===== src/rtl/mod_reduce_seq.sv =====
// ---------------------------------------------------------------------------
// mod_reduce_seq : sequential operand mod MOD via per-cycle Horner digit steps
// Rev 1.0
// ---------------------------------------------------------------------------
`default_nettype none

module mod_reduce_seq #(
  parameter int MOD   = 4051,
  parameter int W     = 12,
  parameter int IN_W  = 500,
  parameter int CHUNK = 6
) (
  input  logic            clk,
  input  logic            rst,
  input  logic            in_valid,
  output logic            in_ready,
  input  logic [IN_W-1:0] in_data,
  output logic            out_valid,
  input  logic            out_ready,
  output logic [W-1:0]    out_data,
  output logic            busy
);

  localparam int NCH = (IN_W + CHUNK - 1) / CHUNK;
  localparam int SRW = NCH * CHUNK;
  localparam int CW  = $clog2(NCH) + 1;
  localparam int TW  = W + CHUNK;
  localparam logic [CW-1:0] LAST = CW'(NCH - 1);

  typedef enum logic [1:0] {
    S_IDLE = 2'd0,
    S_RUN  = 2'd1,
    S_DONE = 2'd2
  } state_t;

  state_t          state;
  state_t          state_nxt;
  logic [SRW-1:0]  sr;
  logic [W-1:0]    acc;
  logic [CW-1:0]   cnt;
  logic [TW-1:0]   t_red;
  logic [W-1:0]    acc_nxt;

  // acc < MOD keeps t below MOD<<CHUNK, so the descending subtract chain fully reduces it
  always_comb begin
    t_red = {acc, sr[SRW-1 -: CHUNK]};
    for (int k = CHUNK; k >= 0; k--) begin
      if (t_red >= (TW'(MOD) << k)) begin
        t_red = t_red - (TW'(MOD) << k);
      end
    end
    acc_nxt = t_red[W-1:0];
  end

  always_ff @(posedge clk) begin
    if (rst) begin
      state <= S_IDLE;
    end else begin
      state <= state_nxt;
    end
  end

  always_comb begin
    state_nxt = state;
    in_ready  = 1'b0;
    out_valid = 1'b0;
    busy      = 1'b0;
    case (state)
      S_IDLE: begin
        in_ready = 1'b1;
        if (in_valid) state_nxt = S_RUN;
      end
      S_RUN: begin
        busy = 1'b1;
        if (cnt == LAST) state_nxt = S_DONE;
      end
      S_DONE: begin
        busy      = 1'b1;
        out_valid = 1'b1;
        if (out_ready) state_nxt = S_IDLE;
      end
      default: state_nxt = S_IDLE;
    endcase
  end

  always_ff @(posedge clk) begin
    if (rst) begin
      sr       <= '0;
      acc      <= '0;
      cnt      <= '0;
      out_data <= '0;
    end else begin
      case (state)
        S_IDLE: begin
          if (in_valid) begin
            sr  <= SRW'(in_data);
            acc <= '0;
            cnt <= '0;
          end
        end
        S_RUN: begin
          sr  <= sr << CHUNK;
          acc <= acc_nxt;
          cnt <= cnt + CW'(1);
          if (cnt == LAST) out_data <= acc_nxt;
        end
        default: ;
      endcase
    end
  end

endmodule

`default_nettype wire


===== config.mk =====
export PLATFORM = sky130hd
export DESIGN_NAME = mod_reduce_seq
export DESIGN_NICKNAME = d
export VERILOG_FILES = /design/src/rtl/mod_reduce_seq.sv
export SDC_FILE = /design/constraint.sdc
export NUM_CORES = 1
export LEC_CHECK = 0
export CORE_UTILIZATION = 54
export DETAILED_ROUTE_END_ITERATION = 10
export GPL_ROUTABILITY_DRIVEN = 0
export MAX_ROUTING_LAYER = met4
export PLACE_DENSITY = 0.8
export SLEW_MARGIN = 10
export SYNTH_ARGS = -nofsm -noshare
export SYNTH_HDL_FRONTEND = slang
export SYNTH_SLANG_ARGS = --single-unit

===== constraint.sdc =====
create_clock -name clk -period 11.05 [get_ports clk]
set_input_delay 2.21 -clock clk [delete_from_list [all_inputs] [get_ports clk]]
set_output_delay 2.21 -clock clk [all_outputs]
set_load 0.01 [all_outputs]

==> qor.csv <==
stage;metric;value;unit
run_status;status;completed;
sta;fin_skew;21.2;ps
power;peakVddDrop;0.128;mV
yosys;yosysTopAreaCell;dfxtp_1;
route;antenna_left;0;
route;post_drt_wl_per_cell;19.4;microns
final_layout;final_area;36800;sq um
power;static-leakage-power;13.4;nW
yosys;synth-adder-area-share;0.00462;
placed_design;dpl.hpwl;60800;microns
global_route;gr-usage-met1;0.418;
yosys;async_flop_share;0;
floorplanning;dieArea;56100;sq um
yosys;syn_area;29800;sq um
sta;worst-slew-pin-transition;1120;ps
worst_setup_path;cp-end-kind;flip-flop;
route;route.detailed.drc;0;
sta;rsz0062_at_grt;no;
yosys;ys.flop_type;dfxtp_1;
floorplanning;fp.dieH;237;microns
yosys;synth_top_family_by_area;compound AO/OA/AOI/OAI gates;
yosys;syn_nets;4179;
worst_setup_path;start_kind;flip-flop;
yosys;synth_edf_count;0;
placed_design;dpl-instance-area;34800;sq um
sta;fin_crit_sh;0.939;
global_route;grt_pass1_wl;143000;microns
yosys;yosys_warnings;0;
sta;setup_violations;0;
worst_setup_path;critPathKind;flip-flop to flip-flop;
worst_setup_path;worstPathArrival;10930;ps
global_route;grt_start_max_net_pins;249;
cts;cts_tree;built;
yosys;yosys-mux-area-fraction;0.0842;
route;drt_wl_total;91500;microns
final_layout;drive_gt1_frac;0.0544;
cts;hold_buffers;0;
cts;insertion_delay;620;ps
cts;cts_buffers;56;
final_layout;nets;4437;
sta;drv_slew;0;
route;vias;28900;
cts;cts_root_buffer;clkbuf_16;
final_layout;final_core_util;0.680;
floorplanning;boundaryPins;519;
yosys;syn_inst;3664;
yosys;synth_xor_area_frac;0.0123;
yosys;synth_area_leaders;dfxtp_1 36%, nor2_1 11%, a2111oi_0 8.0%;
placed_design;dpl.cell_count;4558;
floorplanning;fp.dieW;237;microns
final_layout;syn_to_final_growth;23.6;%
placed_design;place_ws;560;ps
floorplanning;rows;85;
yosys;synth_commonest_cells;856 x nor2_1, 538 x dfxtp_1, 328 x clkbuf_1;
global_route;grt_pass1_vias;26000;
final_layout;instances_no_fill;4717;
worst_setup_path;critPathMaxStageDelay;710;ps
route;firstDrtPassIters;6;
yosys;syn_area_per_cell;8.13;sq um
sta;whs;462;ps
cts;clock_path_buffers;3;
global_route;grt_busiest_layer;met2;
cts;clkSinkCount;538;
power;power;6.17;mW
power;powerDensity;168;nW/um^2
global_route;grt.met3_usage;0.0689;
yosys;synth_compound_gate_area_share;0.260;
sta;fin_setup_tns;0;ps
yosys;yosysMostFrequentCell;nor2_1;
sta;setup_slack;678;ps
flow_run;cap_violations;0;
placed_design;place.port_buffers;518;
global_route;antenna_found_initial;49;
worst_setup_path;slowest_stage;a31oi_1;
cts;htreeDepth;2;
yosys;synth-simple-area-share;0.228;
hold_path;hp-class;flip-flop to flip-flop;
yosys;synth_cell_types;103;
sta;final_hold_viol_count;0;
global_route;track_usage;0.321;
yosys;synth_seq_cells;538;
worst_setup_path;critPathMaxFanout;14;
yosys;seq_area_frac_synth;0.362;
sta;finalCriticalPeriod;10370;ps
global_route;overflow;0;
worst_setup_path;critPathRequiredTime;11610;ps
yosys;synth_top_area_frac;0.362;
cts;clk_pin_slew;60;ps
global_route;grtUsageMet2;0.483;
floorplanning;initial_core_util;0.550;
sta;fmax;0.0964;GHz
sta;maxSlewHeadroom;0.253;
route;viasPerCell;6.13;
route;drt_iter0_drc;3268;
floorplanning;core_area;54100;sq um
[sequential cells by signal, indices dropped and copies added, names as in the netlist]
| register | count |
|---|---|
| acc | 12 |
| sr | 504 |
| out_data | 12 |
| state | 2 |
| cnt | 8 |
[cell usage in the layout (no fill, tap or decap), types with 55 or more instances in the layout]
cell             count
nor2_1             856
a2111oi_0          272
clkbuf_16           56
mux2i_1            236
a21oi_1             55
nand3b_1           274
o21ai_0            298
nand2_1             67
clkdlybuf4s50_1    516
dfxtp_1            537
a211oi_1           245
[cell type report]
class | count | area [sq um]
Clock buffer | 83 | 1620
Tap cell | 696 | 871
Clock inverter | 21 | 216
Timing Repair Buffer | 553 | 5490
Sequential cell | 538 | 10800
Multi-Input combinational cell | 2753 | 17600
Fill cell | 4493 | 17300
Antenna cell | 53 | 133
Inverter | 20 | 80.1
[metal layers]
metal	vias up	wire length, microns
li1	14200	-
met1	13500	39900
met2	1038	41500
met3	163	7080
met4	0	2990
met5	-	0
[final timing paths]
kind | slack [ps] | cells past startpoint | endpoint | start
worst max-delay path | 680 | 37 | acc[4]$_SDFFE_PP0P_ | sr[498]$_SDFFE_PP0P_
worst min-delay path | 460 | 2 | out_data[6]$_SDFFE_PP0P_ | out_data[6]$_SDFFE_PP0P_
worst max register to register | 680 | 37 | acc[4]$_SDFFE_PP0P_ | sr[498]$_SDFFE_PP0P_
worst min register to register | 460 | 2 | out_data[6]$_SDFFE_PP0P_ | out_data[6]$_SDFFE_PP0P_
[critical path, delay by kind of cell, from the launching register on]
kind,cells,cell delay [ps]
AOI/OAI and AO/OA,15,4170
buffers and inverters,3,610
DFF,1,410
and+or+nand+nor,12,3500
xor gates and xnor gates,3,560
muxes,1,200
adders and majority gates,3,860
[what timing repair did]
action                     CTS  global route
resized for setup            0             5
setup endpoints to repair    0            23
buffers inserted             0             2
[cell families after synthesis]
group,Yosys count
compound gates,1065
flops,538
simple gates,1388
buf+inv,373
xor+xnor,41
fa+ha+maj,11
mux,248
[report_power, final]
part | leakage (nW) | internal, mW | switching (mW) | total (mW)
sequential | 4.46 | 2.27 | 0.227 | 2.50
combinational | 8.00 | 0.734 | 1.03 | 1.77
clock | 0.916 | 1.09 | 0.820 | 1.91
total | 13.4 | 4.09 | 2.08 | 6.17
Power figures use the tool's default switching activity.
